`config.mk`:
```
export PLATFORM = sky130hd
export DESIGN_NAME = mult_div_unit
export DESIGN_NICKNAME = d
export VERILOG_FILES = /design/src/rtl/mips_pkg.sv /design/src/rtl/mult_div_unit.sv
export SDC_FILE = /design/constraint.sdc
export NUM_CORES = 1
export LEC_CHECK = 0
export BUFFER_PORTS_ARGS = -buffer_cell sky130_fd_sc_hd__buf_2
export CAP_MARGIN = 10
export CORE_ASPECT_RATIO = 1.1
export CORE_MARGIN = 10
export CORE_UTILIZATION = 56
export DETAILED_ROUTE_END_ITERATION = 8
export HOLD_SLACK_MARGIN = 0.08
export PLACE_DENSITY = 0.78
export SKIP_LAST_GASP = 1
export SYNTH_ARGS = -nofsm -noshare
export SYNTH_HDL_FRONTEND = slang
export SYNTH_SLANG_ARGS = --single-unit
```
`constraint.sdc`:
```
create_clock -name Clk -period 3.7 [get_ports Clk]
set_input_delay 0.185 -clock Clk [delete_from_list [all_inputs] [get_ports Clk]]
set_output_delay 0.185 -clock Clk [all_outputs]
set_load 0.02 [all_outputs]
```
`src/rtl/mips_pkg.sv`:
```
// Shared definitions for the MIPS multiply/divide unit: operation codes,
// controller state encoding and the iteration count of the datapath.
package mips_pkg;

    // Operation codes carried on the op input of the multiply/divide unit
    localparam logic [1:0] MD_MULT  = 2'b00;
    localparam logic [1:0] MD_MULTU = 2'b01;
    localparam logic [1:0] MD_DIV   = 2'b10;
    localparam logic [1:0] MD_DIVU  = 2'b11;

    // One datapath iteration per operand bit
    localparam int MD_ITER = 32;

    // Controller states; IDLE and DONE are the states that accept new work
    typedef enum logic [1:0] {
        MD_IDLE = 2'b00,
        MD_CALC = 2'b01,
        MD_FIX  = 2'b10,
        MD_DONE = 2'b11
    } md_state_e;

endpackage

```
`src/rtl/mult_div_unit.sv`:
```
// Iterative 32-bit multiply/divide unit holding the architectural HI/LO
// registers. Operands are reduced to magnitudes at launch, iterated for
// 32 cycles (shift-add or restoring division) and sign-corrected in FIX.
module mult_div_unit
    import mips_pkg::*;
(
    input  logic        Clk,
    input  logic        rst_n,
    input  logic        start,
    input  logic [1:0]  op,
    input  logic [31:0] busX,
    input  logic [31:0] busY,
    input  logic        mthi_wen,
    input  logic        mtlo_wen,
    output logic        busy,
    output logic        done,
    output logic [31:0] hi,
    output logic [31:0] lo
);

    localparam logic [4:0] LAST_ITER = 5'(MD_ITER - 1);

    // Two's complement helpers used for magnitude extraction and sign fix-up
    function automatic logic [31:0] neg32(input logic [31:0] v);
        return (~v) + 32'd1;
    endfunction

    function automatic logic [63:0] neg64(input logic [63:0] v);
        return (~v) + 64'd1;
    endfunction

    function automatic logic [31:0] absVal(input logic [31:0] v);
        return v[31] ? neg32(v) : v;
    endfunction

    md_state_e   state_q;
    logic [4:0]  cnt_q;
    logic        opIsDiv_q;
    logic        negRes_q;
    logic        negRem_q;
    logic        divZero_q;
    logic [31:0] dividend_q;
    logic [31:0] addend_q;
    logic [63:0] acc_q;
    logic [32:0] rem_q;
    logic [31:0] hi_q;
    logic [31:0] lo_q;
    logic        busy_q;
    logic        done_q;

    logic        startSigned;
    logic [31:0] aMag;
    logic [31:0] bMag;
    logic [32:0] mulSum_d;
    logic [63:0] mulAcc_d;
    logic [33:0] divDiff_d;
    logic [32:0] remNext_d;
    logic [31:0] quotNext_d;
    logic [63:0] product_d;
    logic [31:0] fixHi_d;
    logic [31:0] fixLo_d;

    // Launch-time operand conditioning: magnitudes for signed ops, raw otherwise
    always_comb begin
        startSigned = ~op[0];
        aMag        = startSigned ? absVal(busX) : busX;
        bMag        = startSigned ? absVal(busY) : busY;
    end

    // One iteration of each datapath: multiplier bits are consumed from
    // acc_q[0] upward, dividend bits are shifted out of acc_q[31] into the
    // partial remainder while quotient bits are shifted in at the bottom
    always_comb begin
        mulSum_d  = {1'b0, acc_q[63:32]} + (acc_q[0] ? {1'b0, addend_q} : 33'd0);
        mulAcc_d  = {mulSum_d, acc_q[31:1]};
        divDiff_d = {rem_q, acc_q[31]} - {2'b00, addend_q};
        if (divDiff_d[33]) begin
            remNext_d  = {rem_q[31:0], acc_q[31]};
            quotNext_d = {acc_q[30:0], 1'b0};
        end else begin
            remNext_d  = divDiff_d[32:0];
            quotNext_d = {acc_q[30:0], 1'b1};
        end
    end

    // Sign correction of the magnitude result, plus the divide-by-zero override
    always_comb begin
        product_d = negRes_q ? neg64(acc_q) : acc_q;
        fixHi_d   = product_d[63:32];
        fixLo_d   = product_d[31:0];
        if (opIsDiv_q) begin
            if (divZero_q) begin
                fixLo_d = 32'hFFFF_FFFF;
                fixHi_d = dividend_q;
            end else begin
                fixLo_d = negRes_q ? neg32(acc_q[31:0]) : acc_q[31:0];
                fixHi_d = negRem_q ? neg32(rem_q[31:0]) : rem_q[31:0];
            end
        end
    end

    // Controller, datapath registers and HI/LO with registered busy/done
    always_ff @(posedge Clk) begin
        if (!rst_n) begin
            state_q    <= MD_IDLE;
            cnt_q      <= 5'd0;
            opIsDiv_q  <= 1'b0;
            negRes_q   <= 1'b0;
            negRem_q   <= 1'b0;
            divZero_q  <= 1'b0;
            dividend_q <= 32'd0;
            addend_q   <= 32'd0;
            acc_q      <= 64'd0;
            rem_q      <= 33'd0;
            hi_q       <= 32'd0;
            lo_q       <= 32'd0;
            busy_q     <= 1'b0;
            done_q     <= 1'b0;
        end else begin
            case (state_q)
                MD_IDLE, MD_DONE: begin
                    done_q <= 1'b0;
                    if (start) begin
                        opIsDiv_q  <= op[1];
                        negRes_q   <= startSigned & (busX[31] ^ busY[31]);
                        negRem_q   <= startSigned & busX[31];
                        divZero_q  <= (busY == 32'd0);
                        dividend_q <= busX;
                        addend_q   <= op[1] ? bMag : aMag;
                        acc_q      <= {32'd0, op[1] ? aMag : bMag};
                        rem_q      <= 33'd0;
                        cnt_q      <= 5'd0;
                        busy_q     <= 1'b1;
                        state_q    <= MD_CALC;
                    end else begin
                        if (mthi_wen) begin
                            hi_q <= busX;
                        end
                        if (mtlo_wen) begin
                            lo_q <= busX;
                        end
                        state_q <= MD_IDLE;
                    end
                end
                MD_CALC: begin
                    cnt_q <= cnt_q + 5'd1;
                    if (opIsDiv_q) begin
                        rem_q        <= remNext_d;
                        acc_q[31:0]  <= quotNext_d;
                    end else begin
                        acc_q <= mulAcc_d;
                    end
                    if (cnt_q == LAST_ITER) begin
                        state_q <= MD_FIX;
                    end
                end
                MD_FIX: begin
                    hi_q    <= fixHi_d;
                    lo_q    <= fixLo_d;
                    busy_q  <= 1'b0;
                    done_q  <= 1'b1;
                    state_q <= MD_DONE;
                end
                default: begin
                    busy_q  <= 1'b0;
                    done_q  <= 1'b0;
                    state_q <= MD_IDLE;
                end
            endcase
        end
    end

    assign busy = busy_q;
    assign done = done_q;
    assign hi   = hi_q;
    assign lo   = lo_q;

endmodule

```
==> results.json <==
{
  "outcome": "completed",
  "finalCriticalPeriod_ns": 3.53,
  "critical-path-slowest-cell": "or4_1",
  "holdWs_ns": 0.0638,
  "synth-seq-cells": 238,
  "path_delay_family": "simple AND/OR/NAND/NOR gates",
  "cp-end-kind": "flip-flop",
  "io_buffers": 136,
  "synth_cell_types": 75,
  "pwr-share-comb_pct": 49.2,
  "root_buffer": "clkbuf_16",
  "arrival_ns": 4.04,
  "synth.net_count": 2572,
  "p_int_mw": 7.04,
  "final.setup.worst_slack_ns": 0.171,
  "ant_nets": 0,
  "totalWireLength_um": 73700,
  "worst_pin_slew_ns": 1.16,
  "die-height_um": 208,
  "drcViolationCount": 0,
  "worstHoldPathCells": 4,
  "areaGrowthSynthToFinish_pct": 14.5,
  "seqPwrFrac_pct": 28.0,
  "grt.met2_usage_pct": 51.8,
  "max_slew_margin_pct": 22.8,
  "grt_setup_unrepaired": "true",
  "cp_cell_sequence": "or4_4, or4_4, or3_1, or4_1, o31ai_2, xor2_1, a221oi_1, a21o_1",
  "clock-sinks": 238,
  "grt_pass1_wl_um": 110000,
  "hold-path-endpoint": "acc_q[13]",
  "fillCellCount": 2852,
  "numCtsBuffers": 28,
  "pin_count": 137,
  "diodes": 0,
  "synth_cells": 2426,
  "use_met3_pct": 8.89,
  "wire_per_inst_um": 24.7,
  "synth.largest_area_cell": "dfxtp_1",
  "die_area_mm2": 0.0396,
  "reg2reg_slack_ns": 0.17,
  "core_mm2": 0.0315,
  "synth.yosys.seq_area_share_pct": 26.6,
  "r2r_cells": 8,
  "switchingPower_mw": 6.12,
  "r2r-start": "acc_q[29]",
  "overflow": 0,
  "vdd_drop_max_v": 0.000453,
  "routed_via_density": 6.72,
  "syn_avg_cell_area_um2": 7.39,
  "clock_path_buffers": 3,
  "fp-row-count": 68,
  "finClkSkew_ns": 0.0294,
  "critPathBufInv": 0,
  "num_vias": 20100,
  "initial_core_util_pct": 56.9,
  "post_cts_buffers": 0,
  "grt_pass1_vias": 18400,
  "final_cells": 2984,
  "crit_path_frequent_cell": "or4_4",
  "layout.nets": 2690,
  "required_ns": 4.21,
  "slowest_delay_ns": 0.65,
  "crit_path_start_kind": "flip-flop",
  "yosys_most_used_dff": "dfxtp_1",
  "grt_max_degree": 71,
  "worstHoldPathType": "primary input to flip-flop",
  "yosysWarnings": 0,
  "path_class": "flip-flop to flip-flop",
  "r2r_end": "hi[20]",
  "drtIter0Drc": 2826,
  "path_max_fanout": 10,
  "antenna_found_initial": 3,
  "drive_above_1_share_pct": 12.2,
  "met1_usage_pct": 46.6,
  "synth_top_area_share_pct": 26.6,
  "clock_power_share_pct": 22.8,
  "synth_edf_count": 0,
  "setup_viol": 0,
  "grt-busiest-layer": "met2",
  "clk_pin_slew_worst_paths_ns": 0.06,
  "cts_tree": "built",
  "dr.pass1.iters": 7,
  "final_core_util_pct": 65.2,
  "die_w_um": 191,
  "power_density_mw_per_mm2": 642,
  "async_flop_share_pct": 0,
  "hold_viol": 0,
  "place_ws_ns": 0.208,
  "fin_crit_sh_pct": 95.4,
  "cap_viol_max_count": 0,
  "drv_slew": 0,
  "fmax_ghz": 0.283,
  "leakage_nw": 8.22,
  "hpwl_um": 55800,
  "syn_area_mm2": 0.0179,
  "min_from": "busY[13]",
  "switching_share_pct": 46.5,
  "gp_congestion": 1.03,
  "ys_top_cells_by_area": "dfxtp_1 27%, nand2_1 7.0%, a21oi_1 6.8%, xnor2_1 5.6%, o21ai_0 5.1%",
  "cts-htree-levels": 1,
  "grt_util_all_layers_pct": 35.3,
  "clock_latency_ns": 0.59,
  "dp.cells": 2893
}
[cell usage after synthesis (all sizes together) (14+ instances only)]
master and count:
nand2b 25, a22oi 18, inv 79, o21ai 186, ha 73, nor2 188, xnor2 115, buf 17
and3 21, nor2b 14, nor3 43, or4 18, a21o 34, nand4 17, xor2 67, dfxtp 238
a31oi 30, nand3 39, nor4 29, mux2 19, clkbuf 155, mux2i 67, a21oi 243, o221ai 42
o211ai 46, or3 23, nand2 332, a211oi 27, o31ai 42
[worst max path at each step]
| stage | startpoint | to | slack [ns] | cells past startpoint |
|---|---|---|---|---|
| 2_1_floorplan | acc_q[0] | hi[16] | 0.23 | 13 |
| 3_3_place_gp | acc_q[31] | rem_q[26] | 0.26 | 13 |
| 3_5_place_dp | acc_q[31] | rem_q[26] | 0.21 | 13 |
| 4_1_cts | acc_q[31] | rem_q[26] | 0.17 | 13 |
| 5_1_grt | acc_q[0] | acc_q[62] | -0.03 | 12 |
| 6_report | acc_q[29] | hi[20] | 0.17 | 8 |
[kinds of logic after synthesis]
family | count (synthesis) | share of synthesized area (%)
AO/OA/AOI/OAI | 798 | 28.3
XOR/XNOR | 182 | 8.89
adder cells (fa/ha/maj) | 75 | 5.32
buffers and inverters | 251 | 5.45
flip-flops | 238 | 26.6
multiplexers | 86 | 4.94
AND/OR/NAND/NOR | 796 | 20.5
[layout make-up]
cell class | instances | area, µm² | area share [%]
inverters | 79 | 299 | 1.46
well taps | 420 | 526 | 2.56
clock inverters | 15 | 205 | 1.00
flip-flops and latches | 238 | 4770 | 23.2
repair buffers | 260 | 1730 | 8.42
multi-input cells | 1937 | 12200 | 59.5
clock buffers | 35 | 777 | 3.79
[tightest hold or removal path, cell delays in order]
cell and delay, ns:
buf_2 0.10, xnor2_1 0.13, a211o_1 0.14, a21oi_1 0.05
[power by group through the flow]
stage | registers (mW) | clock network, mW | logic, mW
6_report | 3.69 | 3.00 | 6.48
3_3_place_gp | 3.68 | 0 | 6.14
2_1_floorplan | 3.71 | 0 | 4.05
4_1_cts | 3.65 | 2.99 | 6.27
3_5_place_dp | 3.70 | 0 | 6.20
5_1_grt | 3.73 | 3.09 | 6.93
[metrics by stage]
stage | setup TNS (ns) | area (µm²) | total power, mW
finish | 0 | 20500 | 13.2
global route | -0.0314 | 20500 | 13.7
CTS | 0 | 20500 | 12.9
detailed placement | 0 | 19100 | 9.90
global placement | 0 | 19100 | 9.82
floorplan | 0 | 17900 | 7.77
[registers in the layout (all words and copies together) (netlist names)]
name and cells:
state_q 2, rem_q 33, done 1, acc_q 64, divZero_q 1, opIsDiv_q 1, addend_q 32, lo 32
negRem_q 1, negRes_q 1, dividend_q 32, hi 32, busy 1, cnt_q 5
[per-layer routing]
layer	up-vias	wire length, µm	share of wire (%)
li1	9055	-	-
met1	9447	29300	40
met2	1273	31000	42
met3	281	8930	12
met4	4	4400	6.0
met5	-	21	0.029
[cell usage in the layout (no fill, tap or decap), types with 19 or more instances in the layout]
| master | instances |
|---|---|
| a21o_1 | 34 |
| nand3_1 | 39 |
| nor3_1 | 41 |
| nand2b_1 | 25 |
| xor2_1 | 67 |
| buf_4 | 82 |
| mux2i_1 | 67 |
| o221ai_1 | 42 |
| mux2_2 | 19 |
| o211ai_1 | 46 |
| dfxtp_1 | 236 |
| nor4_1 | 29 |
| a21oi_1 | 241 |
| inv_1 | 78 |
| or3_1 | 21 |
| xnor2_1 | 115 |
| nor2_1 | 187 |
| buf_2 | 136 |
| ha_1 | 72 |
| nand2_1 | 331 |
| a31oi_1 | 30 |
| clkbuf_16 | 28 |
| a211oi_1 | 27 |
| and3_1 | 21 |
| o21ai_0 | 182 |
| dlygate4sd3_1 | 41 |
| o31ai_1 | 41 |
[timing repair]
| action | in CTS | in global routing |
|---|---|---|
| endpoints found under the hold margin | 53 | 0 |
| gates resized for setup | 0 | 6 |
| hold buffers | 41 | 0 |
| setup endpoints to repair | 0 | 7 |
Note: power is estimated with default switching activity, not from simulation.
